$ cat src/rtl/cordic_bfloat_ln_if.sv
// Request/response bundle for the bfloat16 natural-log unit.
//
// Handshake: the requester raises start for one cycle with a valid operand
// on a. The unit accepts it only while idle and while done is low. busy is
// high from the accepting edge until the edge that raises done. done is a
// one-cycle pulse, and out is valid on that cycle. out then holds until a
// later request completes. The unit captures a on the accepting edge, so a
// may change freely afterwards.
interface cordic_bfloat_ln_if;
  logic        start;
  logic [15:0] a;
  logic        busy;
  logic        done;
  logic [15:0] out;

  modport master (output start, output a, input busy, input done, input out);
  modport slave  (input start, input a, output busy, output done, output out);
endinterface

$ cat src/rtl/cordic_bfloat_ln.sv
// bfloat16 natural logarithm, computed with iterative hyperbolic CORDIC in
// vectoring mode. The operand is split as a = m * 2^e with m in [1,2).
// Starting from x = m+1, y = m-1 and z = 0, driving y to zero leaves
// z = atanh((m-1)/(m+1)) = ln(m)/2. The result is ln(a) = 2z + e*ln2,
// which is then renormalised to bfloat16 with truncation.
module cordic_bfloat_ln #(
  parameter int ITER  = 16,
  parameter int FRAC  = 20,
  parameter int WIDTH = 30
) (
  input  logic               clk,
  input  logic               rst_n,
  cordic_bfloat_ln_if.slave  bus,
  output logic [2:0]         o_dbg_state
);

  localparam int IW = $clog2(ITER + 1);
  localparam int LW = $clog2(WIDTH);

  localparam logic [2:0] S_IDLE = 3'd0;
  localparam logic [2:0] S_ITER = 3'd1;
  localparam logic [2:0] S_COMB = 3'd2;
  localparam logic [2:0] S_NORM = 3'd3;
  localparam logic [2:0] S_SPEC = 3'd4;

  // ln2 scaled by 2^20 and truncated. The atanh table below uses the same scale.
  localparam logic signed [WIDTH-1:0] LN2 = WIDTH'(726817);

  // atanh(2^-i) scaled by 2^20 and truncated. From i = 7 upward the value equals 2^(20-i).
  function automatic logic signed [WIDTH-1:0] atanh_lut(input logic [IW-1:0] idx);
    case (idx)
      IW'(1):  return WIDTH'(575989);
      IW'(2):  return WIDTH'(267819);
      IW'(3):  return WIDTH'(131761);
      IW'(4):  return WIDTH'(65621);
      IW'(5):  return WIDTH'(32778);
      IW'(6):  return WIDTH'(16385);
      IW'(7):  return WIDTH'(8192);
      IW'(8):  return WIDTH'(4096);
      IW'(9):  return WIDTH'(2048);
      IW'(10): return WIDTH'(1024);
      IW'(11): return WIDTH'(512);
      IW'(12): return WIDTH'(256);
      IW'(13): return WIDTH'(128);
      IW'(14): return WIDTH'(64);
      IW'(15): return WIDTH'(32);
      IW'(16): return WIDTH'(16);
      default: return '0;
    endcase
  endfunction

  // Returns {is_special, result}. A zero or subnormal operand is flushed and gives -inf.
  function automatic logic [16:0] classify(input logic [15:0] v);
    if (v[14:7] == 8'h00) return {1'b1, 16'hFF80};
    if (v[14:7] == 8'hFF) begin
      if ((v[6:0] != 7'd0) || v[15]) return {1'b1, 16'h7FC0};
      return {1'b1, 16'h7F80};
    end
    if (v[15]) return {1'b1, 16'h7FC0};
    if (v == 16'h3F80) return {1'b1, 16'h0000};
    return {1'b0, 16'h0000};
  endfunction

  logic [2:0]              r_state;
  logic signed [WIDTH-1:0] r_x, r_y, r_z, r_r;
  logic signed [8:0]       r_e;
  logic [IW-1:0]           r_iter;
  logic                    r_rep;
  logic [15:0]             r_spec;
  logic                    r_busy, r_done;
  logic [15:0]             r_out;

  logic                    w_accept;
  logic [16:0]             w_class;
  logic signed [WIDTH-1:0] w_one, w_m, w_xs, w_ys, w_t, w_elin;
  logic                    w_hold;
  logic [WIDTH-1:0]        w_mag;
  logic [LW-1:0]           w_lead, w_sh;
  logic [7:0]              w_exp;
  logic [6:0]              w_man;
  logic [15:0]             w_norm_out;

  // A request is taken only from IDLE, and never on the cycle that done is still high.
  assign w_accept = (r_state == S_IDLE) && bus.start && !r_done;
  assign w_class  = classify(bus.a);

  // The mantissa 1.man is placed at the binary point of the fixed-point datapath.
  assign w_one = WIDTH'(1) << FRAC;
  assign w_m   = w_one | (WIDTH'(bus.a[6:0]) << (FRAC - 7));

  // Micro-rotation terms. Indices 4 and 13 run twice so that the hyperbolic iteration converges.
  assign w_xs   = r_x >>> r_iter;
  assign w_ys   = r_y >>> r_iter;
  assign w_t    = atanh_lut(r_iter);
  assign w_hold = ((r_iter == IW'(4)) || (r_iter == IW'(13))) && !r_rep;

  assign w_elin = $signed({{(WIDTH-9){r_e[8]}}, r_e}) * LN2;

  // Renormalisation: take the magnitude, find its leading one, then keep the next seven bits.
  assign w_mag = r_r[WIDTH-1] ? WIDTH'(-r_r) : r_r;

  // Priority scan for the highest set bit of the magnitude.
  always_comb begin
    w_lead = '0;
    for (int k = 0; k < WIDTH; k++) begin
      if (w_mag[k]) w_lead = LW'(k);
    end
  end

  assign w_sh       = LW'(WIDTH - 1) - w_lead;
  assign w_exp      = 8'(127 - FRAC) + 8'(w_lead);
  assign w_man      = 7'((w_mag << w_sh) >> (WIDTH - 8));
  assign w_norm_out = (r_r == '0) ? 16'h0000 : {r_r[WIDTH-1], w_exp, w_man};

  // Control FSM and datapath registers. All state clears at once on reset.
  always_ff @(posedge clk or negedge rst_n) begin
    if (!rst_n) begin
      r_state <= S_IDLE;
      r_x     <= '0;
      r_y     <= '0;
      r_z     <= '0;
      r_r     <= '0;
      r_e     <= '0;
      r_iter  <= '0;
      r_rep   <= 1'b0;
      r_spec  <= '0;
      r_busy  <= 1'b0;
      r_done  <= 1'b0;
      r_out   <= 16'h0000;
    end else begin
      r_done <= 1'b0;
      case (r_state)
        S_IDLE: begin
          if (w_accept) begin
            r_busy <= 1'b1;
            if (w_class[16]) begin
              r_spec  <= w_class[15:0];
              r_state <= S_SPEC;
            end else begin
              r_e     <= $signed({1'b0, bus.a[14:7]}) - 9'sd127;
              r_x     <= w_m + w_one;
              r_y     <= w_m - w_one;
              r_z     <= '0;
              r_iter  <= IW'(1);
              r_rep   <= 1'b0;
              r_state <= S_ITER;
            end
          end
        end
        S_ITER: begin
          if (!r_y[WIDTH-1]) begin
            r_x <= r_x - w_ys;
            r_y <= r_y - w_xs;
            r_z <= r_z + w_t;
          end else begin
            r_x <= r_x + w_ys;
            r_y <= r_y + w_xs;
            r_z <= r_z - w_t;
          end
          if (w_hold) begin
            r_rep <= 1'b1;
          end else begin
            r_rep <= 1'b0;
            if (r_iter == IW'(ITER)) r_state <= S_COMB;
            else                     r_iter  <= r_iter + IW'(1);
          end
        end
        S_COMB: begin
          r_r     <= (r_z <<< 1) + w_elin;
          r_state <= S_NORM;
        end
        S_NORM: begin
          r_out   <= w_norm_out;
          r_done  <= 1'b1;
          r_busy  <= 1'b0;
          r_state <= S_IDLE;
        end
        S_SPEC: begin
          r_out   <= r_spec;
          r_done  <= 1'b1;
          r_busy  <= 1'b0;
          r_state <= S_IDLE;
        end
        default: r_state <= S_IDLE;
      endcase
    end
  end

  assign bus.busy    = r_busy;
  assign bus.done    = r_done;
  assign bus.out     = r_out;
  assign o_dbg_state = r_state;

endmodule

$ cat src/flat_wrapper.sv
// flat-port wrapper written by rule: the top's interface ports become plain ports
module cordic_bfloat_ln_flat 
#(
  parameter int ITER  = 16,
  parameter int FRAC  = 20,
  parameter int WIDTH = 30
)
  (clk, rst_n, o_dbg_state, bus_start, bus_a, bus_busy, bus_done, bus_out);
  cordic_bfloat_ln_if bus_i ();
  input  logic clk;
  input  logic rst_n;
  output logic [2:0] o_dbg_state;
  input wire logic [$bits(bus_i.start)-1:0] bus_start;
  input wire logic [$bits(bus_i.a)-1:0] bus_a;
  output wire logic [$bits(bus_i.busy)-1:0] bus_busy;
  output wire logic [$bits(bus_i.done)-1:0] bus_done;
  output wire logic [$bits(bus_i.out)-1:0] bus_out;
  assign bus_i.start = bus_start;
  assign bus_i.a = bus_a;
  assign bus_busy = bus_i.busy;
  assign bus_done = bus_i.done;
  assign bus_out = bus_i.out;
  cordic_bfloat_ln #(.ITER(ITER), .FRAC(FRAC), .WIDTH(WIDTH)) u_core (.clk(clk), .rst_n(rst_n), .bus(bus_i), .o_dbg_state(o_dbg_state));
endmodule
$ cat config.mk
export PLATFORM = sky130hd
export DESIGN_NAME = cordic_bfloat_ln_flat
export DESIGN_NICKNAME = d
export VERILOG_FILES = /design/src/rtl/cordic_bfloat_ln_if.sv /design/src/rtl/cordic_bfloat_ln.sv /design/src/flat_wrapper.sv
export SDC_FILE = /design/constraint.sdc
export NUM_CORES = 1
export LEC_CHECK = 0
export BUFFER_PORTS_ARGS = -buffer_cell sky130_fd_sc_hd__buf_2
export CAP_MARGIN = 10
export CORE_MARGIN = 3
export CORE_UTILIZATION = 40
export CTS_CLUSTER_SIZE = 24
export DETAILED_ROUTE_END_ITERATION = 6
export GPL_TIMING_DRIVEN = 0
export SYNTH_ARGS = -nofsm -noshare
export SYNTH_HDL_FRONTEND = slang
export SYNTH_SLANG_ARGS = --single-unit
$ cat constraint.sdc
create_clock -name clk -period 19 [get_ports clk]
set_clock_uncertainty 0.2 [all_clocks]
set_input_delay 2.85 -clock clk [delete_from_list [all_inputs] [get_ports clk]]
set_output_delay 2.85 -clock clk [all_outputs]
set_load 0.01 [all_outputs]
# [After elaboration in Yosys (flattened, before gate mapping)]
# Memory sizes are Yosys's and may differ from the RTL's.
# Cells that the tools add are included.
[word_totals] register_bits=172 mem_bits_ro=640 in_bits=19 output_inout_bits=21 wordCells=151 memories=1
[mem_list] memory="(name not given)" words=32 word_bits=20 read_ports=1 rd_ports_with_merged_regs=0 wr=0 line_no="cordic_bfloat_ln.sv:31" source="case (idx)"
[op_classes] n_addsub=14 n_mul=1 eq_ne=14 n_shift=3 mux=84 bitwise_logic=1 n_reduce_logical=21
[ops] cell="30-bit 2-to-1 mux" n=10
[ops] cell="30-bit case mux with 2 select lines" n=3
[ops] cell="17-bit 2-to-1 mux" n=10
[ops] cell="30-bit adder" n=4
[ops] cell="5-bit 2-to-1 mux" n=18
[ops] cell="30-bit subtractor" n=3
[ops] cell="30-bit by 5-bit >>> shifter with 30-bit output" n=2
[ops] cell="4-bit 2-to-1 mux" n=8
[ops] cell="16-bit case mux with 2 select lines" n=1
[ops] cell="30-bit zero test" n=1
[ops] cell="9-bit by 21-bit multiplier with 30-bit output (second input constant)" n=1
[ops] cell="30-bit negator" n=1
[ops] cell="30-bit by 5-bit left shift with 29-bit output" n=1
[ops] cell="3-bit 2-to-1 mux" n=8
[ops] cell="21-bit by 21-bit adder with 22-bit output (second input constant)" n=1
[ops] cell="21-bit by 21-bit subtractor with 22-bit output (second input constant)" n=1
[ops] cell="1-bit 2-to-1 mux" n=19
[ops] cell="16-bit by 14-bit == test with 1-bit output (second input constant)" n=1
[ops] cell="16-bit 2-to-1 mux" n=1
[ops] cell="3-bit AND reduction" n=4
[ops] cell="5-bit case mux with 2 select lines" n=1
[ops] cell="3-bit case mux with 3 select lines" n=1
[ops] cell="8-bit by 7-bit subtractor with 9-bit output (second input constant)" n=1
[ops] cell="7-bit by 5-bit adder with 8-bit output (first input constant)" n=1
[ops] cell="other kinds (24)" n=36

# [Depth between registers and ports, before layout]
# Gate-level depths: netlist (run 1).
[depth] depth_word=35 ltp_mapped=31 ltp_nobuf=25

# [Least setup slack after synthesis (run 1)]
# Ideal clock, no wire load.
[synth_path] path_kind="reg2reg" startpoint="reg u_core.r_iter[0]" endpoint="reg u_core.r_x[27]" setup_ns=0.120 arrival_time_ns=6.106 t_required_ns=18.680 setup_slack_ns=12.574 stages_incl_launch_ff=26 n_path_buf=4 synth_period_minus_slack_ns=6.426 path_cell_list="dfrtp_1 buf_2 buf_4 buf_2 buf_2 mux4_2 mux4_2 mux2i_1 and2_1 and2_1 nand4b_1 nor3_1 or3b_2 a31oi_1 nor2_1 a21oi_1 ha_1 nor2b_1 nor3_1 nor2b_1 a22o_1 a41o_1 o21a_1 o21a_1 or3_1 a31o_2"
[synth_between] elab_chain_len=4 elab_cells_between_ends=5 classes_between="2 x add/sub; 1 x shift; 2 x mux"
[synth_rtl] item="from (decl)" line_no="cordic_bfloat_ln.sv:67" source="logic [IW-1:0] r_iter;"
[synth_rtl] item="from (signal assigned)" line_no="cordic_bfloat_ln.sv:165" source="else r_iter <= r_iter + IW'(1);"
[synth_rtl] item="30-bit by 5-bit >>> shifter with 30-bit output *" line_no="cordic_bfloat_ln.sv:93" source="assign w_ys = r_y >>> r_iter;"
[synth_rtl] item="30-bit subtractor / 30-bit adder (equally long branches)" line_no="cordic_bfloat_ln.sv:152, cordic_bfloat_ln.sv:156"
[synth_rtl] item="30-bit 2-to-1 mux *" line_no="cordic_bfloat_ln.sv:151" source="if (!r_y[WIDTH-1]) begin"
[synth_rtl] item="30-bit case mux with 2 select lines *" line_no="cordic_bfloat_ln.sv:132" source="case (r_state)"
[synth_rtl] item="to (signal assigned)" line_no="cordic_bfloat_ln.sv:141" source="r_x <= w_m + w_one;"
[synth_rtl] item="to (signal assigned)" line_no="cordic_bfloat_ln.sv:152" source="r_x <= r_x - w_ys;"
[synth_rtl] item="to (signal assigned)" line_no="cordic_bfloat_ln.sv:156" source="r_x <= r_x + w_ys;"
[synth_rtl] item="to (decl)" line_no="cordic_bfloat_ln.sv:65" source="logic signed [WIDTH-1:0] r_x, r_y, r_z, r_r;"
# Every way passes the cells marked *; elsewhere a longest branch is shown, timed or not.
# A chain may end at the register's enable or synchronous reset.

# [Final worst setup path (run 1)]
[layout_path] startpoint="reg u_core.r_iter[4]" endpoint="reg u_core.r_y[28]"
[layout_between] elab_chain_len=4 elab_cells_between_ends=5 classes_between="2 x add/sub; 1 x shift; 2 x mux"
[layout_rtl] item="30-bit by 5-bit >>> shifter with 30-bit output *" line_no="cordic_bfloat_ln.sv:92" source="assign w_xs = r_x >>> r_iter;"
[layout_rtl] item="30-bit subtractor / 30-bit adder (equally long branches)" line_no="cordic_bfloat_ln.sv:153, cordic_bfloat_ln.sv:157"
[layout_rtl] item="30-bit 2-to-1 mux *" line_no="cordic_bfloat_ln.sv:151"
[layout_rtl] item="30-bit case mux with 2 select lines *" line_no="cordic_bfloat_ln.sv:132"
[layout_rtl] item="to (signal assigned)" line_no="cordic_bfloat_ln.sv:142" source="r_y <= w_m - w_one;"
[layout_rtl] item="to (signal assigned)" line_no="cordic_bfloat_ln.sv:153" source="r_y <= r_y - w_xs;"
[layout_rtl] item="to (signal assigned)" line_no="cordic_bfloat_ln.sv:157" source="r_y <= r_y + w_xs;"
[layout_rtl] item="to (decl)" line_no="cordic_bfloat_ln.sv:65"
# Marked as above.

==> results.toml, run 1 <==
[yosys]
synth_seq_cells = 158
synth-edff-count = 0
yosys-top-cells-count = "nand2_1 (254), o21ai_0 (203), ha_1 (199), nor2_1 (179), a21oi_1 (175)"
synthMostInstantiatedCell = "nand2_1"
ys_async_sr_fraction = 1.00
yosysUniqueCellTypes = 82
netlist_instances = 2710
syn_avg_cell_area_sq_um = 8.27
ys_dominant_reg_cell = "dfrtp_1"
synth_fp_nets = 2987
syn_area_sq_mm = 0.0224
ys_seq_area_frac = 0.177
yosys_warnings = 0
synth_top_cell_area_share = 0.177
synth_top_cell_by_area = "dfrtp_1"
ys_top_cells_by_area = "dfrtp_1 (18%), ha_1 (11%), mux4_2 (8.1%)"

[routing]
via_count = 21800
via_per_inst = 6.18
wl_per_cell_um = 24.9
drt_wl_total_mm = 87.8
firstDrtPassIters = 5
post-route-drc-count = 0
drtIter0Drc = 1632
ant_nets = 0

[clock_network]
root_buffer = "clkbuf_16"
cts_tree = "yes"
clock_path_buffers = 2
clock-sinks = 158
clkTransAtPathRegs_ns = 0.08
insertion_delay_ns = 0.51
h-tree-depth = 4
cts_hold_repair.buffers = 0
cts-buffers-inserted = 17
cts_setup_buffers = 0
cts_resized = 0

[timing]
whs_ns = 0.276
max_freq_mhz = 104
slew_viol_final = 0
setup-violations-final = 0
relSlewSlack = 0.170
min_period_ns = 9.65
post-route-period-util = 0.508
finalHoldViolCount = 0
rsz0062_at_grt = "false"
fin_tns_setup_ns = 0
worst_pin_slew_ns = 1.24

[global_route]
globalRouteOverflowTotal = 0
antenna_found_initial = 1
grt.total_usage = 0.296
grt_pass1_wl_mm = 133
grt_max_degree = 116
grt_pass1_vias = 21500

[setup_path]
critPathKind = "register to register"
startpoint_type = "register"
path_max_fanout = 10
cp.required_ns = 19.15
cp-end-kind = "register"
crit_arrival_ns = 9.80

[finish]
seq_area_sq_mm = 0.00395
layout-drive-gt1-share = 0.0945
syn_to_final_growth_pct = 7.83
fin_util = 0.438
fill_cells = 5575
final_nets = 3048
n_antenna_cell = 0
multi_input_area_sq_mm = 0.0171

[floorplanning]
die-width_um = 243
start_util = 0.406
dieArea_sq_mm = 0.0589
die_h_um = 243
ios = 40
fp.coreArea_sq_mm = 0.0552
rows = 86

[placement]
port_buffers = 39
gp_congestion = 1.06
dpl.hpwl_mm = 70.3

[min_path]
worstHoldPathType = "register to register"

[status]
status = "finished clean"

[job]
max_cap_violations = 0
[path summary, 6_finish.rpt]
path                                    start                 end  slack [ns]  depth (start not counted)
max                          u_core.r_iter[4]      u_core.r_y[28]        9.35                         23
min                        u_core.bus.out[13]  u_core.bus.out[13]        0.28                          2
max reg2reg                  u_core.r_iter[4]      u_core.r_y[28]        9.35                         23
min reg2reg                u_core.bus.out[13]  u_core.bus.out[13]        0.28                          2
max in group asynchronous               rst_n      u_core.r_x[17]       15.55                          2
min in group asynchronous               rst_n   u_core.bus.out[3]        2.04                          1
[through the flow]
step / instances / instance area, sq um / setup WS, ns
after floorplan: 2710 / 22400 / 12.57
after global placement: 3497 / 23500 / 9.76
after detailed placement: 3499 / 23600 / 9.93
after CTS: 3531 / 24100 / 9.82
after global routing: 3532 / 24200 / 9.23
final: 3532 / 24200 / 9.35
[sequential cells by signal (all words and copies together) (netlist names)]
name and flops:
u_core.bus.busy 1, u_core.o_dbg_state 3, u_core.r_r 30, u_core.r_spec 3
u_core.bus.done 1, u_core.r_z 29, u_core.r_x 30, u_core.r_iter 5
u_core.r_e 9, u_core.bus.out 16, u_core.r_y 30, u_core.r_rep 1
[routing by layer]
layer	share of wire	GRT usage
met1	0.41	0.364
met2	0.48	0.504
met3	0.058	0.0475
met4	0.055	0.145
met5	0.00015	0
[layout make-up]
type / instances / share of cell area
clock buffers: 20 / 0.0185
inverters: 177 / 0.0275
multi-input cells: 2204 / 0.707
clock inverters: 12 / 0.00534
repair buffers: 42 / 0.0100
plain buffers: 171 / 0.0292
flip-flops and latches: 158 / 0.164
well taps: 748 / 0.0387
[logic make-up (layout without fill, tap and decap cells)]
kind of cell / after synthesis / in the layout / synth area share
AO/OA/AOI/OAI: 733 / 733 / 0.210
XOR/XNOR: 198 / 198 / 0.0774
adder cells (fa/ha/maj): 258 / 258 / 0.164
buffers and inverters: 348 / 422 / 0.0612
flip-flops: 158 / 158 / 0.177
multiplexers: 196 / 196 / 0.135
AND/OR/NAND/NOR: 819 / 819 / 0.176
[worst max-delay path, stage by stage, from the launching register on]
cell and delay, ns:
dfrtp_1 0.54, clkbuf_1 0.66, clkbuf_1 0.67, clkbuf_1 0.53
clkbuf_1 0.60, clkbuf_1 0.61, clkbuf_1 0.76, a21boi_0 0.39
ha_1 0.32, nor2_1 0.12, xnor2_1 0.17, ha_1 0.30
nor2b_1 0.15, o21a_1 0.18, o21ai_0 0.25, a21boi_0 0.19
o41ai_1 0.84, a21oi_1 0.31, o41a_1 0.53, a221oi_1 0.57
a21oi_1 0.15, a21oi_1 0.21, xor2_1 0.16, o21ai_0 0.09
[placed cells by master (no fill, tap or decap), drive strengths merged, types with 53 or more instances in the layout]
master,Yosys,final
nand2,254,254
o21ai,205,205
ha,199,199
inv,176,182
nor2,179,179
a21oi,175,175
dfrtp,158,158
clkbuf,119,140
xnor2,100,100
xor2,98,98
buf,52,93
nand3,90,90
mux4,81,81
mux2i,72,72
fa,59,59
nor3,53,53
Power of run 1 is left out: the tool's default activity adds up to more than one toggle a clock period on the data nets, which glitch-free logic cannot reach.
==> run 2: changes to the inputs <==
==> constraint.sdc (replaced) <==
create_clock -name clk -period 8.2 [get_ports clk]
set_clock_uncertainty 0.2 [all_clocks]
set_input_delay 1.23 -clock clk [delete_from_list [all_inputs] [get_ports clk]]
set_output_delay 1.23 -clock clk [all_outputs]
set_load 0.01 [all_outputs]
==> results.toml, run 2 (synthesized netlist as in run 1, its figures left out) <==
[routing]
drt_wl_total_mm = 87.9
via_per_inst = 6.17
drtIter0Drc = 1654
wl_per_cell_um = 24.9
via_count = 21800
ant_nets = 0
post-route-drc-count = 0
firstDrtPassIters = 5

[setup_path]
path_cells = "clkbuf_2 > clkbuf_2 > clkbuf_1 > clkbuf_1 > clkbuf_2 > clkbuf_2 > a21boi_1 > ha_1 > nor2_1 > xnor2_1 > ha_1 > nor2b_1 > o21a_1 > o21ai_0 > a21boi_0 > o41ai_2 > a21oi_1 > o41a_1 > a221oi_2 > a21oi_1 > a21oi_1 > xor2_1 > o21ai_0"
r2r_setup_slack_ns = 0.34
r2r_start = "u_core.r_iter[4]"
path_buf_inv = 6
crit_arrival_ns = 8.01
path_max_fanout = 10
startpoint_type = "register"
reg2reg_depth = 23
crit_top_cell = "clkbuf_2"
critPathKind = "register to register"
crit_slowest_cell = "clkbuf_1"
r2r_end = "u_core.r_y[28]"
cp-end-kind = "register"
crit_family = "compound AO/OA/AOI/OAI gates"
cp.required_ns = 8.35
cp_slowest_stage_delay_ns = 0.61

[global_route]
antenna_found_initial = 1
grt_pass1_vias = 21400
grt_max_degree = 116
grt_pass1_wl_mm = 133
grt.total_usage = 0.296
globalRouteOverflowTotal = 0

[finish]
n_antenna_cell = 0
layout-drive-gt1-share = 0.100
syn_to_final_growth_pct = 8.10
final_common_cell = "nand2_1"
fin_cells = 3532
fin_area_sq_mm = 0.0242
final_cell_mix = "nand2_1 (254), o21ai_0 (203), ha_1 (199)"
top_regs = "u_core.r_r (30), u_core.r_x (30), u_core.r_y (30)"
final_nets = 3048

[placement]
dpl.hpwl_mm = 70.3
dpl-instance-area_sq_mm = 0.0236
gp_congestion = 1.06
port_buffers = 39
dp.cells = 3499
dp_slack_ns = -0.873

[status]
status = "finished clean"

[min_path]
hold_end = "u_core.bus.out[13]"
worstHoldPathType = "register to register"
min_from = "u_core.bus.out[13]"
hold_depth = 2

[clock_network]
h-tree-depth = 4
cts_tree = "yes"
clkTransAtPathRegs_ns = 0.08
cts-buffers-inserted = 17
clock_path_buffers = 2
cts_hold_repair.buffers = 0
clock-sinks = 158
insertion_delay_ns = 0.51
cts_setup_buffers = 0
root_buffer = "clkbuf_16"

[floorplanning]
rows = 86
die_h_um = 243
ios = 40
fp.coreArea_sq_mm = 0.0552
start_util = 0.406
die-width_um = 243
dieArea_sq_mm = 0.0589

[timing]
rsz0062_at_grt = "false"
setup-violations-final = 0
slew_viol_final = 0
post-route-period-util = 0.959
max_freq_mhz = 127
worst_pin_slew_ns = 1.26
relSlewSlack = 0.163
min_period_ns = 7.86
finalHoldViolCount = 0
whs_ns = 0.277
layout_setup_ws_ns = 0.340

[job]
max_cap_violations = 0
## run 2: cell types whose count changed in the layout (fill, tap and decap cells not counted), sizes merged
cell    change
buf         -6
clkbuf      +6
## run 2: per-stage QoR
stage          TNS (ns)  utilization
2_1_floorplan         0            -
3_3_place_gp      -6.69        0.426
3_5_place_dp      -4.94        0.427
4_1_cts               0        0.438
5_1_grt               0        0.439
6_report              0        0.439
## run 2: cell type report
cell class                 instances  area [sq um]
clock inverter                    12           129
inverter                         177           664
sequential                       158          3950
timing repair buffer              42           243
buffer                           171           727
clock buffer                      20           447
multi-input combinational       2204         17100
fill                            5564         31000
tap                              748           936
## run 2: timing repair
action	CTS	global route
endpoints found under the setup margin	15	11
resized for setup	5	20
hold endpoints to repair	0	0
## run 2: how the worst max path moves through the flow
stage                     startpoint        endpoint  slack, ns  cells past startpoint
detailed placement  u_core.r_iter[4]  u_core.r_y[28]      -0.87                     23
CTS                 u_core.r_iter[4]  u_core.r_x[29]       0.14                     22
finish              u_core.r_iter[4]  u_core.r_y[28]       0.34                     23
global route        u_core.r_iter[0]  u_core.r_x[29]       0.01                     29
floorplan           u_core.r_iter[0]  u_core.r_x[27]       1.77                     25
global placement    u_core.r_iter[4]  u_core.r_y[28]      -1.04                     23
## run 2: worst reg2reg max path, cell delays in order (launching register included)
cell,delay [ns]
dfrtp_1,0.54
clkbuf_2,0.43
clkbuf_2,0.40
clkbuf_1,0.52
clkbuf_1,0.61
clkbuf_2,0.43
clkbuf_2,0.46
a21boi_1,0.21
ha_1,0.25
nor2_1,0.12
xnor2_1,0.17
ha_1,0.30
nor2b_1,0.15
o21a_1,0.18
o21ai_0,0.25
a21boi_0,0.22
o41ai_2,0.50
a21oi_1,0.27
o41a_1,0.52
a221oi_2,0.41
a21oi_1,0.13
a21oi_1,0.19
xor2_1,0.16
o21ai_0,0.09
## run 2: metal layers
| metal | global-route usage | vias up | wire length, um |
|---|---|---|---|
| met4 | 0.146 | 2 | 4780 |
| met3 | 0.0455 | 183 | 4800 |
| met2 | 0.504 | 826 | 42300 |
| li1 | - | 9999 | - |
| met1 | 0.366 | 10800 | 36000 |
| met5 | 0 | - | 13 |
Power of run 2 is left out for the same reason.
